## config.mk

```make
export PLATFORM = sky130hd
export DESIGN_NAME = hc138_rr_sched_flat
export DESIGN_NICKNAME = d
export VERILOG_FILES = /design/src/rtl/hc138_rr_sched_if.sv /design/src/rtl/hc138_rr_sched.sv /design/src/flat_wrapper.sv
export SDC_FILE = /design/constraint.sdc
export NUM_CORES = 1
export LEC_CHECK = 0
export CORE_ASPECT_RATIO = 0.7
export CORE_MARGIN = 3
export CORE_UTILIZATION = 55
export CTS_BUF_LIST = sky130_fd_sc_hd__clkbuf_8 sky130_fd_sc_hd__clkbuf_16
export DETAILED_ROUTE_END_ITERATION = 7
export PLACE_DENSITY_LB_ADDON = 0.05
export SYNTH_ARGS = -nofsm -noshare
export SYNTH_HDL_FRONTEND = slang
export SYNTH_SLANG_ARGS = --single-unit
export TNS_END_PERCENT = 20
```

## constraint.sdc

```tcl
create_clock -name clk -period 4.7 [get_ports clk]
set_clock_uncertainty 0.1 [all_clocks]
set_input_delay 0.94 -clock clk [delete_from_list [all_inputs] [get_ports clk]]
set_output_delay 0.94 -clock clk [all_outputs]
set_load 0.05 [all_outputs]
```

## src/rtl/hc138_rr_sched_if.sv

```systemverilog
// hc138_rr_sched_if: request/decoder-control bundle between requesters and the 74HC138 scheduler
//   en, req             : scheduler enable and request vector (driven by master)
//   DataIn, G1, G2AN,
//   G2BN                : 74HC138 select code and enable pins (driven by slave)
//   gnt, busy, timeout  : one-hot grant mirror, activity flag, timeout pulse (driven by slave)
interface hc138_rr_sched_if;
    logic       en;
    logic [7:0] req;
    logic [2:0] DataIn;
    logic       G1;
    logic       G2AN;
    logic       G2BN;
    logic [7:0] gnt;
    logic       busy;
    logic       timeout;

    modport master (
        output en, req,
        input  DataIn, G1, G2AN, G2BN, gnt, busy, timeout
    );

    modport slave (
        input  en, req,
        output DataIn, G1, G2AN, G2BN, gnt, busy, timeout
    );
endinterface

```

## src/rtl/hc138_rr_sched.sv

```systemverilog
// hc138_rr_sched: round-robin scheduler driving a 74HC138 decoder with a break-before-make gap
//   clk      : system clock, rising edge
//   rst      : asynchronous reset, active-high
//   bus      : hc138_rr_sched_if.slave (en/req in; DataIn/G1/G2AN/G2BN/gnt/busy/timeout out)
//   HOLD_MAX : maximum grant length in cycles (1..255), used only with HC138_RR_TIMEOUT_EN
//   Macro HC138_RR_TIMEOUT_EN: when defined, grants are revoked after HOLD_MAX cycles
//   and timeout pulses in the following GAP cycle; otherwise timeout is tied low.
module hc138_rr_sched #(
    parameter int HOLD_MAX = 16
) (
    input logic             clk,
    input logic             rst,
    hc138_rr_sched_if.slave bus
);
    typedef enum logic [1:0] {IDLE, GRANT, GAP} state_t;

    state_t     state, state_n;
    logic [2:0] ptr, ptr_n, code, code_n, win, idx;
    logic [7:0] gnt_q;
    logic       g1_q, g2an_q, g2bn_q, busy_q, hold_end;

    if (HOLD_MAX < 1 || HOLD_MAX > 255) begin : g_hold_chk
        $error("HOLD_MAX must lie in 1..255");
    end

    // Scan from ptr+7 down to ptr so the lowest rotated offset is the last writer and wins.
    always_comb begin
        win = ptr;
        idx = ptr;
        for (int k = 7; k >= 0; k--) begin
            idx = ptr + 3'(k);
            if (bus.req[idx]) win = idx;
        end
    end

    // IDLE and GAP arbitrate identically; GAP differs only in having been entered from GRANT.
    always_comb begin
        state_n = state;
        ptr_n   = ptr;
        code_n  = code;
        if (state == GRANT) begin
            state_n = (!bus.req[code] || !bus.en || hold_end) ? GAP : GRANT;
        end else if (bus.en && |bus.req) begin
            state_n = GRANT;
            code_n  = win;
            ptr_n   = win + 3'd1;
        end else begin
            state_n = IDLE;
        end
    end

    always_ff @(posedge clk or posedge rst) begin
        if (rst) begin
            state  <= IDLE;
            ptr    <= '0;
            code   <= '0;
            gnt_q  <= '0;
            g1_q   <= 1'b0;
            g2an_q <= 1'b1;
            g2bn_q <= 1'b1;
            busy_q <= 1'b0;
        end else begin
            state  <= state_n;
            ptr    <= ptr_n;
            code   <= code_n;
            gnt_q  <= (state_n == GRANT) ? 8'd1 << code_n : 8'd0;
            g1_q   <= state_n == GRANT;
            g2an_q <= state_n != GRANT;
            g2bn_q <= state_n != GRANT;
            busy_q <= state_n != IDLE;
        end
    end

`ifdef HC138_RR_TIMEOUT_EN
    localparam logic [7:0] HOLD_LAST = 8'(HOLD_MAX - 1);

    logic [7:0] cnt, cnt_n;
    logic       to_q, to_n;

    assign hold_end = cnt == HOLD_LAST;

    // A simultaneous release or disable takes precedence, so only a still-wanted grant times out.
    always_comb begin
        cnt_n = (state_n == GRANT && state != GRANT) ? 8'd0 :
                (state == GRANT && cnt != 8'hFF) ? cnt + 8'd1 : cnt;
        to_n  = state == GRANT && bus.en && bus.req[code] && hold_end;
    end

    always_ff @(posedge clk or posedge rst) begin
        if (rst) begin
            cnt  <= '0;
            to_q <= 1'b0;
        end else begin
            cnt  <= cnt_n;
            to_q <= to_n;
        end
    end

    assign bus.timeout = to_q;
`else
    assign hold_end    = 1'b0;
    assign bus.timeout = 1'b0;
`endif

    assign bus.DataIn = code;
    assign bus.G1     = g1_q;
    assign bus.G2AN   = g2an_q;
    assign bus.G2BN   = g2bn_q;
    assign bus.gnt    = gnt_q;
    assign bus.busy   = busy_q;
endmodule
```

## src/flat_wrapper.sv

```systemverilog
// flat-port wrapper written by rule: the top's interface ports become plain ports
module hc138_rr_sched_flat 
#(
    parameter int HOLD_MAX = 16
)
  (clk, rst, bus_en, bus_req, bus_DataIn, bus_G1, bus_G2AN, bus_G2BN, bus_gnt, bus_busy, bus_timeout);
  hc138_rr_sched_if bus_i ();
  input logic clk;
  input logic rst;
  input wire logic [$bits(bus_i.en)-1:0] bus_en;
  input wire logic [$bits(bus_i.req)-1:0] bus_req;
  output wire logic [$bits(bus_i.DataIn)-1:0] bus_DataIn;
  output wire logic [$bits(bus_i.G1)-1:0] bus_G1;
  output wire logic [$bits(bus_i.G2AN)-1:0] bus_G2AN;
  output wire logic [$bits(bus_i.G2BN)-1:0] bus_G2BN;
  output wire logic [$bits(bus_i.gnt)-1:0] bus_gnt;
  output wire logic [$bits(bus_i.busy)-1:0] bus_busy;
  output wire logic [$bits(bus_i.timeout)-1:0] bus_timeout;
  assign bus_i.en = bus_en;
  assign bus_i.req = bus_req;
  assign bus_DataIn = bus_i.DataIn;
  assign bus_G1 = bus_i.G1;
  assign bus_G2AN = bus_i.G2AN;
  assign bus_G2BN = bus_i.G2BN;
  assign bus_gnt = bus_i.gnt;
  assign bus_busy = bus_i.busy;
  assign bus_timeout = bus_i.timeout;
  hc138_rr_sched #(.HOLD_MAX(HOLD_MAX)) u_core (.clk(clk), .rst(rst), .bus(bus_i));
endmodule
```

Word level (Yosys, flattened, before mapping)
Index checks and enable logic that the tools add are counted.
W data, S select, Z words.
{"block": "word_totals", "reg_bits": 19, "input_bits": 11, "word_cells": 68}
{"block": "op_classes", "addsub": 8, "n_bitwise": 1, "eq_ne": 3, "muxes": 32, "reduce_logical": 7, "shift": 1, "magnitude_cmp": 9}
{"operator": "$lt A3 B4 Y1 const B", "count": 9}
{"operator": "$mux W3", "count": 10}
{"operator": "$bmux W1 S3", "count": 9}
{"operator": "$add A3 B3 Y3 const B", "count": 4}
{"operator": "$mux W1", "count": 10}
{"operator": "$mux W8", "count": 1}
{"operator": "$reduce_or A8 Y1", "count": 1}
{"operator": "$shl A1 B3 Y8 const A", "count": 1}
{"operator": "$add A3 B1 Y3 const B", "count": 2}
{"operator": "$add A3 B2 Y3 const B", "count": 2}
{"operator": "$eq A2 B1 Y1 const B", "count": 2}
{"operator": "$mux W2", "count": 2}
{"operator": "$logic_not A1 Y1", "count": 2}
{"operator": "$ne A2 B1 Y1 const B", "count": 1}
{"operator": "$reduce_and A2 Y1", "count": 1}
{"operator": "$reduce_bool A2 Y1", "count": 1}
{"operator": "$logic_and A1 B1 Y1", "count": 1}
{"operator": "$logic_or A1 B1 Y1", "count": 1}
{"operator": "$not A1 Y1", "count": 1}

Longest topological paths before layout
Gate-level depths: netlist (run 1).
{"block": "depth", "depth_word": 15, "ltp_mapped": 13}

Least setup slack after synthesis (run 1)
Ideal clock, no wire load.
{"block": "synth_timing", "path_kind": "reg-to-reg", "start": "reg u_core.ptr[0]", "end": "reg u_core.ptr[1]", "path_buffers": 3, "required_time_ps": 4518, "path_stages_with_launch": 13, "synth_period_minus_slack_ps": 3358, "arrival_time_ps": 3176, "slack_ps": 1342, "cell_sequence": "dfrtp_1 > buf_6 > buf_2 > clkinv_1 > ha_1 > buf_2 > mux4_2 > mux2_4 > o21ai_2 > a221oi_2 > o41a_1 > or3_1 > a31oi_1"}
{"block": "synth_between", "elab_chain_cells": 12, "word_cells_on_any_way": 32, "classes_between": "add/sub: 8; mux: 24"}
{"element": "start, declared", "line": "hc138_rr_sched.sv:18", "rtl": "logic [2:0] ptr, ptr_n, code, code_n, win, idx;"}
{"element": "start signal, assigned", "line": "hc138_rr_sched.sv:64", "rtl": "ptr <= ptr_n;"}
{"element": "$add A3 B3 Y3", "line": "hc138_rr_sched.sv:31", "rtl": "idx = ptr + 3'(k);"}
{"element": "$bmux W1 S3", "line": "hc138_rr_sched.sv:32", "rtl": "if (bus.req[idx]) win = idx;"}
{"element": "$mux W1 (implied by the code)", "line": "hc138_rr_sched.sv:32"}
{"element": "$mux W3 (7 in a row)", "line": "hc138_rr_sched.sv:32"}
{"element": "$mux W3 *", "line": "hc138_rr_sched.sv:32"}
{"element": "$add A3 B1 Y3 *", "line": "hc138_rr_sched.sv:46", "rtl": "ptr_n = win + 3'd1;"}
Every way passes the cells marked *; elsewhere a longest branch is shown, timed or not. The select of a mux whose other input is x is not followed.
A chain may end at the register's enable or synchronous reset.

Final worst setup path (run 1)
{"block": "layout_timing", "start": "reg u_core.ptr[0]", "end": "reg u_core.gnt_q[1] (netlist: u_core.bus.gnt[1])"}
{"block": "layout_between", "elab_chain_cells": 15, "word_cells_on_any_way": 35, "classes_between": "add/sub: 7; shift: 1; mux: 27"}
{"element": "$add A3 B3 Y3", "line": "hc138_rr_sched.sv:31"}
{"element": "$bmux W1 S3", "line": "hc138_rr_sched.sv:32"}
{"element": "$mux W1 (implied by the code)", "line": "hc138_rr_sched.sv:32"}
{"element": "$mux W3 (7 in a row)", "line": "hc138_rr_sched.sv:32"}
{"element": "$mux W3 *", "line": "hc138_rr_sched.sv:32"}
{"element": "$mux W3 *", "line": "hc138_rr_sched.sv:43", "rtl": "end else if (bus.en && |bus.req) begin"}
{"element": "$mux W3 *", "line": "hc138_rr_sched.sv:41", "rtl": "if (state == GRANT) begin"}
{"element": "net u_core.code_n[1]", "line": "hc138_rr_sched.sv:18"}
{"element": "$shl A1 B3 Y8 *", "line": "hc138_rr_sched.sv:66", "rtl": "gnt_q <= (state_n == GRANT) ? 8'd1 << code_n : 8'd0;"}
{"element": "$mux W8 *", "line": "hc138_rr_sched.sv:66"}
{"element": "end signal, assigned", "line": "hc138_rr_sched.sv:66"}
{"element": "end, declared", "line": "hc138_rr_sched.sv:19", "rtl": "logic [7:0] gnt_q;"}
Mark *: on every way through the listed nets, which the timed path passes. The rest lies on a longest branch. The select of a mux whose other input is x is not followed.

==> flow_metrics.env, run 1 <==
export IMPL_synth_seq_area_share_pct=24.0
export IMPL_rows=17
export IMPL_worst_path_max_fanout=19
export IMPL_synth_edff_count=0
export IMPL_synth_main_ff_cell="dfrtp_1"
export IMPL_max_freq_mhz=262
export IMPL_cts_setup_buffers=0
export IMPL_syn_mean_instance_area_um2=10.2
export IMPL_core_area_um2=3210
export IMPL_rsz0062_at_grt="false"
export IMPL_grt_first_pass_wirelength_um=7530
export IMPL_gp_congestion=0.910
export IMPL_multi_input_area_um2=1290
export IMPL_finalHoldViolCount=0
export IMPL_die_area_um2=4170
export IMPL_worstPathRequired_ns=4.75
export IMPL_worst_hold_path_num_cells=2
export IMPL_utilization_pct=67.5
export IMPL_start_kind="flop"
export IMPL_final_antenna_net_count=0
export IMPL_r2r_setup_slack_ns=0.88
export IMPL_syn_area_um2=1880
export IMPL_nets=212
export IMPL_async_reset_ff_share_pct=100
export IMPL_hp_start="u_core.bus.G1"
export IMPL_r2r_cells=10
export IMPL_end_kind="flop"
export IMPL_tns_ns=0
export IMPL_fin_crit_sh_pct=81.3
export IMPL_vias_per_cell=6.63
export IMPL_syn_inst=185
export IMPL_whs_endpoint="u_core.bus.busy"
export IMPL_cts_buffers=3
export IMPL_io_pins=27
export IMPL_r2r_start="u_core.ptr[0]"
export IMPL_clock_path_buffers=2
export IMPL_crit_type="flop to flop"
export IMPL_grt_pass1_vias=1487
export IMPL_die_x_um=75.9
export IMPL_synth_seq_cells=18
export IMPL_first_pass_iters=4
export IMPL_clk_latency_ns=0.25
export IMPL_grt_max_degree=20
export IMPL_cts_resized=0
export IMPL_start_util_pct=58.6
export IMPL_worstMarginPinSlew_ns=0.753
export IMPL_io_buffer_count=25
export IMPL_drive_above_1_share_pct=22.7
export IMPL_maxCapViolations=0
export IMPL_finalMaxSlewViolations=0
export IMPL_cts_tree="yes"
export IMPL_holdBufCountCts=0
export IMPL_relSlewSlack_pct=49.8
export IMPL_h_tree_depth=1
export IMPL_hp_class="flop to flop"
export IMPL_fill_cells=254
export IMPL_setup_viol=0
export IMPL_worstPathArrival_ns=3.87
export IMPL_status="completed"
export IMPL_fin_crit_ns=3.82
export IMPL_yosysUniqueCellTypes=56
export IMPL_reg2reg_to="u_core.bus.gnt[1]"
export IMPL_grtUsageTotal_pct=23.1
export IMPL_synthToLayoutAreaGrowth_pct=15.1
export IMPL_cts_sinks=18
export IMPL_via_count=1625
export IMPL_fp_dieH_um=55.0
export IMPL_drtIter0Drc=195
export IMPL_antenna_found_initial=0
export IMPL_drt_total_wl_um=4540
export IMPL_ys_warn_count=0
export IMPL_cts_root_buf="clkbuf_8"
export IMPL_worst_slack_ns=0.877
export IMPL_hpwlAfterDp_um=3470
export IMPL_layout_area_seq_um2=452
export IMPL_drc_errors=0
export IMPL_antenna_cells=0
export IMPL_dp_slack_ns=0.791
export IMPL_overflow=0
export IMPL_post_drt_wl_per_cell_um=18.5
export IMPL_synth_nets=198
export IMPL_clk_pin_slew_ns=0.07
==> worst max-delay path: stages (launching register included) <==
cell and delay (ns):
dfrtp_1 0.33, buf_4 0.26, clkinv_1 0.30, ha_1 0.63, mux4_2 0.44, mux2_4 0.32
o21ai_2 0.13, a221oi_2 0.09, o41ai_2 0.55, a31oi_2 0.27, nor3_1 0.28
==> through the flow <==
stage / std cells / instance area (µm²) / hold WS, ns
6_report: 245 / 2170 / 0.484
5_1_grt: 245 / 2170 / 0.527
4_1_cts: 245 / 2170 / 0.482
3_5_place_dp: 241 / 2110 / 0.474
3_3_place_gp: 241 / 2110 / 0.456
2_1_floorplan: 185 / 1880 / 0.428
==> flip-flops by register name, indices dropped and copies added (netlist names) <==
register / flops
u_core.bus.gnt: 8
u_core.bus.DataIn: 3
u_core.ptr: 3
u_core.bus.G1: 1
u_core.bus.G2AN: 1
u_core.bus.busy: 1
u_core.state: 1
==> layout by cell type (no fill, tap or decap), types with 2 or more instances in the layout <==
master           synthesis  final
nand2b_1                 2      2
clkbuf_8                 0      4
a21oi_1                  5      5
clkdlybuf4s50_1          0     25
buf_4                    2      3
and2_1                   4      4
a21o_1                   2      2
xnor2_1                  2      2
nand3_1                  8      8
a211o_1                  3      3
inv_1                    6      6
a211oi_1                 2      2
mux4_1                   2      2
a21oi_2                  2      2
a22oi_1                  3      3
clkinv_1                 2      2
nor3_1                   5      5
ha_1                     2      2
dfrtp_1                 17     17
mux2i_1                 10     10
a22o_1                   2      2
nor3b_2                  2      2
and3_1                   3      3
or3_1                    2      2
mux4_2                  16     16
o21ai_0                  6      6
nor4_1                   2      2
nor2_1                  10     10
nand2_1                 14     14
mux2_2                   7      7
==> metal layers <==
layer  track usage (%)  vias up  routed length [µm]
met5                 0        -                   0
li1                  -      735                   -
met1              35.4      795                2060
met3              5.02        5                 487
met2              34.4       90                1970
met4              3.31        0                  14
==> kinds of logic (layout without fill, tap and decap cells) <==
kind of cell	Yosys count	in the layout	synth area share, %
buf+inv	28	41	7.24
fa+ha+maj	2	2	1.33
xor+xnor	3	3	1.40
simple gates	54	54	14.8
compound gates	43	43	18.8
mux	36	36	32.2
other cells	1	1	0.199
flops	18	18	24.0
==> Yosys cell counts (2+ instances only) <==
cell      count  area share, %
dfrtp_1      17             23
mux4_2       16             19
nand2_1      14            2.8
mux2i_1      10            5.3
nor2_1       10            2.0
clkbuf_1      9            1.8
nand3_1       8            2.1
mux2_2        7            4.2
buf_2         6            1.6
inv_1         6            1.2
o21ai_0       6            1.6
a21oi_1       5            1.3
nor3_1        5            1.3
and2_1        4            1.3
a211o_1       3            1.4
a22oi_1       3            1.2
and3_1        3            1.0
a211oi_1      2           0.80
a21o_1        2           0.80
a21oi_2       2           0.93
a22o_1        2           0.93
buf_4         2           0.80
buf_6         2            1.2
clkinv_1      2           0.40
ha_1          2            1.3
mux4_1        2            2.8
nand2b_1      2           0.66
nor3b_2       2            1.3
nor4_1        2           0.66
or3_1         2           0.66
xnor2_1       2           0.93
==> worst max-delay path by stage <==
stage	from	endpoint
6_report	u_core.ptr[0]	u_core.bus.gnt[1]
4_1_cts	u_core.ptr[0]	u_core.bus.gnt[1]
3_3_place_gp	bus_req[4]	u_core.bus.gnt[1]
3_5_place_dp	bus_req[0]	u_core.bus.gnt[1]
2_1_floorplan	u_core.ptr[0]	u_core.ptr[1]
5_1_grt	u_core.ptr[0]	u_core.bus.gnt[3]
==> cell type report <==
cell class | instances | area share (%)
multi-input cells | 139 | 59.7
flip-flops and latches | 18 | 20.8
repair buffers | 28 | 12.6
well taps | 47 | 2.71
clock buffers | 4 | 2.54
inverters | 9 | 1.62
Power of run 1 is left out: the tool's default activity adds up to more than one toggle a clock period on the data nets, which glitch-free logic cannot reach.
==> inputs of run 2 (changes only) <==
--- a/config.mk
+++ b/config.mk
@@ -7,7 +7,7 @@
 export LEC_CHECK = 0
 export CORE_ASPECT_RATIO = 0.7
 export CORE_MARGIN = 3
-export CORE_UTILIZATION = 55
+export CORE_UTILIZATION = 50
 export CTS_BUF_LIST = sky130_fd_sc_hd__clkbuf_8 sky130_fd_sc_hd__clkbuf_16
 export DETAILED_ROUTE_END_ITERATION = 7
 export PLACE_DENSITY_LB_ADDON = 0.05
==> constraint.sdc (replaced) <==
create_clock -name clk -period 3.1 [get_ports clk]
set_clock_uncertainty 0.1 [all_clocks]
set_input_delay 0.62 -clock clk [delete_from_list [all_inputs] [get_ports clk]]
set_output_delay 0.62 -clock clk [all_outputs]
set_load 0.05 [all_outputs]
==> run 2 against run 1 <==
  * Global-route usage up 0.67 points
  * First-iteration DRC count rose by 6.7%
  * Count of clock-buffer cells in the layout fell by 1
  * Sequential share of layout area decreased by 2.7 points
  * Register-to-register slack worse by 0.77 ns
  * Largest cell class unchanged
  * Critical endpoint is now u_core.bus.gnt[3]
==> flow_metrics.env, run 2 (synthesis results as in run 1) <==
export IMPL_status="completed"
export IMPL_antenna_found_initial=0
export IMPL_max_freq_mhz=334
export IMPL_largest_reg_flops=8
export IMPL_grtUsageTotal_pct=23.8
export IMPL_cp_slowest_cell="mux4_2"
export IMPL_grt_max_degree=20
export IMPL_slowest_delay_ns=0.59
export IMPL_r2r_setup_slack_ns=0.11
export IMPL_h_tree_depth=1
export IMPL_end_kind="flop"
export IMPL_grt_first_pass_wirelength_um=8420
export IMPL_r2r_cells=9
export IMPL_critPathCapture="u_core.bus.gnt[3]"
export IMPL_wl_met1_um=2450
export IMPL_holdBufCountCts=0
export IMPL_first_pass_iters=5
export IMPL_fin_crit_ns=2.99
export IMPL_top_layer_used="met4"
export IMPL_grt_pass1_vias=1638
export IMPL_r2r_start="u_core.ptr[0]"
export IMPL_tns_ns=0
export IMPL_finalMaxSlewViolations=0
export IMPL_clk_pin_slew_ns=0.07
export IMPL_start_kind="flop"
export IMPL_core_area_um2=3360
export IMPL_die_x_um=79.4
export IMPL_clock_path_buffers=2
export IMPL_relSlewSlack_pct=53.9
export IMPL_start_util_pct=56.0
export IMPL_fill_cells=271
export IMPL_wl_met3_um=528
export IMPL_cts_buffers=3
export IMPL_final_antenna_net_count=0
export IMPL_drt_total_wl_um=5180
export IMPL_worst_path_max_fanout=18
export IMPL_drive_above_1_share_pct=37.3
export IMPL_reg2reg_to="u_core.bus.gnt[3]"
export IMPL_clk_latency_ns=0.25
export IMPL_final_cell_mix="buf_4, clkdlybuf4s50_1, dfrtp_1"
export IMPL_cts_sinks=18
export IMPL_worstPathArrival_ns=3.07
export IMPL_worstMarginPinSlew_ns=0.691
export IMPL_crit_type="flop to flop"
export IMPL_io_buffer_count=25
export IMPL_worst_slack_ns=0.108
export IMPL_fin_crit_sh_pct=96.5
export IMPL_layout_area_seq_um2=452
export IMPL_antenna_cells=0
export IMPL_io_pins=27
export IMPL_place_inst=276
export IMPL_fp_dieH_um=57.3
export IMPL_placed_cell_area_um2=2380
export IMPL_setup_viol=0
export IMPL_cts_root_buf="clkbuf_8"
export IMPL_postLayoutCellArea_um2=2490
export IMPL_rows=17
export IMPL_maxCapViolations=0
export IMPL_dp_slack_ns=-0.354
export IMPL_path_cells="buf_6 -> mux4_2 -> mux2_4 -> o211a_1 -> or3_1 -> o2111a_1 -> a21o_4 -> buf_4 -> nor3b_2"
export IMPL_hpwlAfterDp_um=4080
export IMPL_nets=250
export IMPL_finalHoldViolCount=0
export IMPL_via_count=1773
export IMPL_synthToLayoutAreaGrowth_pct=32.0
export IMPL_drc_errors=0
export IMPL_fin_cells=283
export IMPL_die_area_um2=4550
export IMPL_final_common_cell="buf_4"
export IMPL_route_met2_wl_um=2200
export IMPL_crit_start="u_core.ptr[0]"
export IMPL_post_drt_wl_per_cell_um=18.3
export IMPL_vias_per_cell=6.27
export IMPL_hp_class="flop to flop"
export IMPL_cts_tree="yes"
export IMPL_multi_input_area_um2=1330
export IMPL_worstPathRequired_ns=3.18
export IMPL_gp_congestion=0.940
export IMPL_overflow=0
export IMPL_drtIter0Drc=208
-- run 2: cell count changes in the layout (fill, tap and decap cells not counted), moves of 2 or more --
cell | previous run | this run
clkdlybuf4s50_1 | 25 | 17
ha_1 | 2 | 0
o21ai_0 | 6 | 4
dlygate4sd2_1 | 0 | 7
buf_4 | 3 | 40
-- run 2: worst min path at each step --
stage | from | endpoint | slack, ns | cells after the start
4_1_cts | u_core.state[1] | u_core.state[1] | 0.49 | 2
5_1_grt | u_core.state[1] | u_core.state[1] | 0.52 | 2
3_3_place_gp | u_core.state[1] | u_core.state[1] | 0.47 | 2
3_5_place_dp | u_core.state[1] | u_core.state[1] | 0.48 | 2
2_1_floorplan | u_core.state[1] | u_core.state[1] | 0.43 | 2
6_report | u_core.state[1] | u_core.state[1] | 0.49 | 2
-- run 2: area by class of cell --
class	instances	share of cell area (%)
Clock buffer	3	1.66
Inverter	9	1.66
Clock inverter	1	0.151
Timing Repair Buffer	66	22.3
Tap cell	47	2.37
Multi-Input combinational cell	139	53.6
Sequential cell	18	18.2
-- run 2: routing by layer --
layer / GRT usage (%) / vias up
li1: - / 810
met1: 39.2 / 855
met2: 32.7 / 106
met3: 5.84 / 2
met4: 1.23 / 0
met5: 0 / -
-- run 2: repair_timing --
item	in CTS	in global routing
pin swaps	2	1
endpoints found under the setup margin	9	10
cloned	0	0
setup buffers	1	2
gates resized for setup	8	12
endpoints found under the hold margin	0	0
-- run 2: worst max-delay path: cells and delay by family (launching register included) --
kind | cells | cell delay (ns)
multiplexers | 2 | 0.92
flip-flops | 1 | 0.41
AO/OA/AOI/OAI | 3 | 0.58
buffers and inverters | 2 | 0.38
AND/OR/NAND/NOR | 2 | 0.52
-- run 2: metrics by stage --
step,hold WS [ns],utilization [%]
6_report,0.490,74.0
5_1_grt,0.523,74.0
4_1_cts,0.493,72.2
3_5_place_dp,0.476,70.8
3_3_place_gp,0.467,70.8
2_1_floorplan,0.428,-
Power of run 2 is left out for the same reason.
